`src/rtl/bus_arbiter_pkg.sv`:
```
// ---------------------------------------------------------------------------
// bus_arbiter_pkg
// Shared types for the Vermicel bus arbiter: bus word/strobe types, master
// identifier, arbiter state encoding and the default timed-out read value.
// ---------------------------------------------------------------------------
package bus_arbiter_pkg;

    typedef logic [31:0] word_t;
    typedef logic [3:0]  wstrobe_t;
    typedef logic [0:0]  master_id_t;

    typedef enum logic [1:0] {
        IDLE,
        BUSY_M0,
        BUSY_M1
    } arbiter_state_t;

    localparam word_t BUS_TIMEOUT_RDATA_DEFAULT = 32'hDEAD_BEEF;

    // BUSY state that serves the given master.
    function automatic arbiter_state_t busy_state(input master_id_t id);
        return (id == 1'b1) ? BUSY_M1 : BUSY_M0;
    endfunction

endpackage

```
`src/rtl/bus_timeout_counter.sv`:
```
// ---------------------------------------------------------------------------
// bus_timeout_counter
// 16-bit wait counter for the arbiter's forced-completion feature.
//   clk     : system clock, rising edge
//   reset   : synchronous, active-high reset (count <= 0)
//   clear   : synchronous clear, overrides enable
//   enable  : increment by one this cycle
//   limit   : terminal count
//   expired : high while count == limit
// ---------------------------------------------------------------------------
module bus_timeout_counter (
    input  logic        clk,
    input  logic        reset,
    input  logic        clear,
    input  logic        enable,
    input  logic [15:0] limit,
    output logic        expired
);

    logic [15:0] r_count;

    always_ff @(posedge clk) begin
        if (reset) begin
            r_count <= '0;
        end else if (clear) begin
            r_count <= '0;
        end else if (enable) begin
            r_count <= r_count + 16'd1;
        end
    end

    assign expired = (r_count == limit);

endmodule

```
`src/rtl/bus_arbiter.sv`:
```
// ---------------------------------------------------------------------------
// bus_arbiter
// Two-master, one-slave round-robin arbiter for the Vermicel memory bus.
// A grant is taken in a registered IDLE cycle and held until the slave
// completes the handshake; every completion returns through IDLE.
//
// Optional feature macro: BUS_ARBITER_TIMEOUT_EN
//   defined   : a granted transaction waiting TIMEOUT_CYCLES cycles for
//               s_ready is force-completed with TIMEOUT_RDATA and a timeout
//               pulse.
//   undefined : no counter, timeout tied to 0, waits are unbounded.
//
// Ports:
//   clk, reset                       clock, synchronous active-high reset
//   m0_* / m1_*                      master request channels (valid, address,
//                                    wstrobe, wdata in; ready, rdata out)
//   s_*                              slave request channel
//   timeout                          one-cycle forced-completion pulse
// ---------------------------------------------------------------------------
module bus_arbiter
    import bus_arbiter_pkg::*;
#(
    parameter int    TIMEOUT_CYCLES = 255,
    parameter word_t TIMEOUT_RDATA  = BUS_TIMEOUT_RDATA_DEFAULT
) (
    input  logic     clk,
    input  logic     reset,

    input  logic     m0_valid,
    output logic     m0_ready,
    input  word_t    m0_address,
    input  wstrobe_t m0_wstrobe,
    input  word_t    m0_wdata,
    output word_t    m0_rdata,

    input  logic     m1_valid,
    output logic     m1_ready,
    input  word_t    m1_address,
    input  wstrobe_t m1_wstrobe,
    input  word_t    m1_wdata,
    output word_t    m1_rdata,

    output logic     s_valid,
    input  logic     s_ready,
    output word_t    s_address,
    output wstrobe_t s_wstrobe,
    output word_t    s_wdata,
    input  word_t    s_rdata,

    output logic     timeout
);

    arbiter_state_t r_state;
    arbiter_state_t w_state_next;
    master_id_t     r_last_grant;
    master_id_t     w_last_grant_next;

    logic       w_busy;
    master_id_t w_cur;
    logic       w_granted_valid;
    logic       w_timeout_hit;

    assign w_busy          = (r_state != IDLE);
    assign w_cur           = (r_state == BUSY_M1);
    assign w_granted_valid = w_cur ? m1_valid : m0_valid;

`ifdef BUS_ARBITER_TIMEOUT_EN
    logic w_expired;

    // Count is held at zero in IDLE so it starts from 0 on BUSY entry.
    bus_timeout_counter u_timeout_counter (
        .clk     (clk),
        .reset   (reset),
        .clear   (~w_busy),
        .enable  (w_busy & ~s_ready),
        .limit   (16'(TIMEOUT_CYCLES)),
        .expired (w_expired)
    );

    // A real completion in the same cycle takes precedence over the timeout.
    assign w_timeout_hit = w_busy & w_granted_valid & w_expired & ~s_ready;
`else
    assign w_timeout_hit = 1'b0;
`endif

    // State register
    always_ff @(posedge clk) begin
        if (reset) begin
            r_state      <= IDLE;
            r_last_grant <= 1'b1;
        end else begin
            r_state      <= w_state_next;
            r_last_grant <= w_last_grant_next;
        end
    end

    // Next-state logic
    always_comb begin
        w_state_next      = r_state;
        w_last_grant_next = r_last_grant;
        case (r_state)
            IDLE: begin
                if (m0_valid && m1_valid) begin
                    w_state_next = busy_state(~r_last_grant);
                end else if (m0_valid) begin
                    w_state_next = BUSY_M0;
                end else if (m1_valid) begin
                    w_state_next = BUSY_M1;
                end
            end
            BUSY_M0, BUSY_M1: begin
                if (!w_granted_valid) begin
                    // Master withdrew: abandon without crediting its turn.
                    w_state_next = IDLE;
                end else if (s_ready || w_timeout_hit) begin
                    w_state_next      = IDLE;
                    w_last_grant_next = w_cur;
                end
            end
            default: w_state_next = IDLE;
        endcase
    end

    // Output logic
    always_comb begin
        s_valid   = 1'b0;
        s_address = m0_address;
        s_wstrobe = m0_wstrobe;
        s_wdata   = m0_wdata;
        m0_ready  = 1'b0;
        m1_ready  = 1'b0;
        timeout   = w_timeout_hit;
        if (w_busy) begin
            s_address = w_cur ? m1_address : m0_address;
            s_wstrobe = w_cur ? m1_wstrobe : m0_wstrobe;
            s_wdata   = w_cur ? m1_wdata   : m0_wdata;
            s_valid   = w_granted_valid & ~w_timeout_hit;
            if (w_cur) begin
                m1_ready = (s_ready & m1_valid) | w_timeout_hit;
            end else begin
                m0_ready = (s_ready & m0_valid) | w_timeout_hit;
            end
        end
    end

    // Read data is broadcast; each master samples it only with its own ready.
    assign m0_rdata = w_timeout_hit ? TIMEOUT_RDATA : s_rdata;
    assign m1_rdata = m0_rdata;

endmodule

```
`config.mk`:
```
export PLATFORM = sky130hd
export DESIGN_NAME = bus_arbiter
export DESIGN_NICKNAME = d
export VERILOG_FILES = /design/src/rtl/bus_arbiter_pkg.sv /design/src/rtl/bus_timeout_counter.sv /design/src/rtl/bus_arbiter.sv
export SDC_FILE = /design/constraint.sdc
export NUM_CORES = 1
export LEC_CHECK = 0
export CAP_MARGIN = 20
export CORE_AREA = 2 2 120 122
export DETAILED_ROUTE_END_ITERATION = 10
export DIE_AREA = 0 0 122 124
export MAX_ROUTING_LAYER = met4
export PLACE_DENSITY = 0.49
export SLEW_MARGIN = 10
export SYNTH_ARGS = -nofsm -noshare
export SYNTH_HDL_FRONTEND = slang
export SYNTH_HIERARCHICAL = 1
export SYNTH_SLANG_ARGS = --single-unit
export TNS_END_PERCENT = 20
```
`constraint.sdc`:
```
create_clock -name clk -period 1.8 [get_ports clk]
set_input_delay 0.27 -clock clk [delete_from_list [all_inputs] [get_ports clk]]
set_output_delay 0.27 -clock clk [all_outputs]
set_load 0.005 [all_outputs]
```
==> reports/metrics.csv, run 1 <==
stage,metric,value,unit
pwr,combPwrFrac,71.7,%
synthesis,synth_fp_nets,345,
critical_path,cp.required,1530,ps
pwr,vdd_drop_max,190,uV
sta,rsz0062_at_grt,true,
floorplan,rows,43,
place,gp_congestion,0.802,
clock_tree,cts_root_buf,clkbuf_16,
min_path,holdCritStartpoint,r_last_grant,
critical_path,path_class,register to output port,
routing,ant_nets,0,
floorplan,die_y,124,um
floorplan,start_util,11.7,%
floorplan,num_io_pins,309,
critical_path,path_cells,inv_4 -> ha_4 -> nor2b_4 -> buf_12 -> buf_12 -> buf_12 -> buf_8 -> mux2_4 -> buf_6,
routing,dr.pass1.iters,4,
pwr,clkPwrFrac,22.9,%
critical_path,startpoint_type,register,
critical_path,timing.rr.start,r_state[0],
floorplan,core_area,13700,um^2
clock_tree,worstSkewPairLatency,230,ps
run_status,outcome,"complete, but fails checks",
sta,finalSetupViolations,68,
final_layout,mostFrequentLayoutCells,"clkdlybuf4s50_1 (140), mux2_4 (60), buf_6 (42)",
final_layout,n_antenna_cell,0,
final_layout,final_common_cell,clkdlybuf4s50_1,
synthesis,synth_top_cell_by_area,mux2_2,
synthesis,yosys_warnings,6,
sta,drv_slew,0,
min_path,hold_end,r_last_grant,
routing,drtIter0Drc,91,
pwr,netSwitchingPower,398,uW
clock_tree,clkSinkCount,3,
place,dp_hpwl,6290,um
critical_path,end_kind,output port,
final_layout,layout.nets,523,
sta,fin_tns_setup,-13530,ps
sta,timing.final.crit_share,117,%
clock_tree,cts_hold_buf,0,
clock_tree,htree_levels,1,
routing,wl_per_cell,17.1,um
final_layout,design_area,4090,um^2
critical_path,cp_slowest_cell,dfxtp_2,
final_layout,drive_gt1_share,53.3,%
global_routing,antenna_found_initial,0,
critical_path,crit_path_frequent_cell,buf_12,
sta,final.setup.worst_slack,-309,ps
critical_path,r2r_end,r_state[1],
final_layout,area.growth.synth_to_final,155,%
global_routing,grt_pass1_wl,11200,um
global_routing,track_usage,10.1,%
run_status,violations,setup timing,
synthesis,synth_top_cell_area_share,41.5,%
critical_path,max_stage_delay,340,ps
sta,fin_worst_skew,0.548,ps
floorplan,dieArea,15100,um^2
clock_tree,tritoncts,yes,
pwr,pwr-share-seq,5.4,%
sta,hold_viol,0,
pwr,p_int,1.17,mW
synthesis,yosysSeqAreaShare,3.75,%
synthesis,ys_types,22,
routing,via_count,1884,
pwr,sw_frac_of_total,25.5,%
critical_path,critical_path_peak_fanout,6,
critical_path,critPathTopFamily,buffers and inverters,
final_layout,fin_util,29.8,%
synthesis,synthesis.area,1600,um^2
synthesis,ys_ff_latch,3,
global_routing,grt_max_degree,11,
synthesis,synth_cells,170,
pwr,power,1.56,mW
critical_path,r2r_cells,8,
critical_path,rrSetupSlack,170,ps
critical_path,cp_num_buf_inv,6,
sta,period_minus_slack,2110,ps
place,io_buffers,211,
global_routing,overflow,0,
global_routing,grt_pass1_vias,1905,
routing,drc,0,
min_path,hold_class,register to register,
clock_tree,cts_buffer_depth,2,
sta,max_freq,474,MHz
routing,drt_wl_total,9000,um
final_layout,finalNonFillerCells,527,
clock_tree,cts_made_buffers,3,
routing,drt-vias-per-instance,3.57,
floorplan,die_w,122,um
synthesis,synthTopCellsByArea,"mux2_2 (41%), buf_4 (33%), mux2_4 (8.4%), dfxtp_1 (3.8%), mux2i_1 (1.9%)",
min_path,hold_depth,1,
pwr,p_leak,1.76,nW
pwr,powerDensity,382,nW/um^2
place,dpl-instance-area,3460,um^2
synthesis,avgSynthCellArea,9.42,um^2
flow_run,drv_cap,0,
critical_path,cp_data_arrival_time,1840,ps
clock_tree,path_clk_slew,30,ps
place,dpl.cell_count,496,
kinds of logic after synthesis:
family	Yosys count	synth area share, %
other	1	0.234
and+or+nand+nor	13	4.53
buffers and inverters	76	36.1
AOI/OAI and AO/OA	4	2.03
muxes	71	51.8
adders and majority gates	2	1.56
DFF	3	3.75
cell type report:
type                       count  area [um^2]
clock buffer                   4         78.8
timing repair buffer         246         2500
sequential                     3         65.1
fill                        1434         9630
multi-input combinational     91         1200
inverter                       3         16.3
tap                          180          225
Yosys cell counts:
library cell and number:
buf_4 70, mux2_2 59, mux2_4 9, dfxtp_1 3, inv_1 3, mux2i_1 3, nand2b_1 3, nor2b_1 3
buf_8 2, ha_1 2, nor2_1 2, a221o_1 1, a2bb2oi_1 1, a31o_2 1, and3_1 1, buf_6 1
conb_1 1, nand2_1 1, nand3_1 1, nand3b_1 1, nor3_1 1, o21ai_0 1
sequential cells by signal, indices dropped and copies added (netlist names):
signal / cells
r_state: 2
r_last_grant: 1
metrics by stage:
step | setup slack, ps | hold slack (ps)
3_3_place_gp | -423 | 477
5_1_grt | -350 | 540
6_report | -309 | 517
2_1_floorplan | 110 | 375
4_1_cts | -353 | 517
3_5_place_dp | -428 | 496
how the worst max path moves through the flow:
stage	from	to	slack, ps	cells past startpoint
CTS	r_state[1]	s_wdata[12]	-350	8
finish	r_state[0]	s_wdata[2]	-310	9
floorplan	r_state[0]	s_address[20]	110	7
global route	r_state[0]	s_wdata[2]	-350	9
detailed placement	r_state[0]	s_wdata[8]	-430	6
global placement	r_state[0]	s_wdata[8]	-420	6
power groups by stage:
| stage | Sequential [mW] | Clock, mW | Combinational (mW) |
|---|---|---|---|
| 6_report | 0.0849 | 0.358 | 1.12 |
| 5_1_grt | 0.0857 | 0.366 | 1.19 |
| 4_1_cts | 0.0825 | 0.364 | 1.06 |
| 3_5_place_dp | 0.0801 | 0 | 0.904 |
| 3_3_place_gp | 0.0798 | 0 | 0.904 |
| 2_1_floorplan | 0.0790 | 0 | 0.400 |
timing repair:
| action | CTS | global route |
|---|---|---|
| gates cloned | 7 | 1 |
| setup buffers | 15 | 5 |
| resized for setup | 272 | 89 |
| pin swaps | 1 | 1 |
| setup endpoints to repair | 71 | 73 |
routing by layer:
| layer | vias to the layer above | track usage (%) | wire length [um] |
|---|---|---|---|
| li1 | 875 | - | - |
| met1 | 858 | 13.0 | 3840 |
| met2 | 132 | 16.3 | 4190 |
| met3 | 19 | 2.20 | 876 |
| met4 | 0 | 2.23 | 99 |
| met5 | - | - | 0 |
(Power assumes the default switching activity.)
==> inputs of run 2 (changes only) <==
- SLEW_MARGIN: 10 -> 20
==> results of run 2 <==
Same layout as run 1: the final DEF is identical, and so are final timing and power.
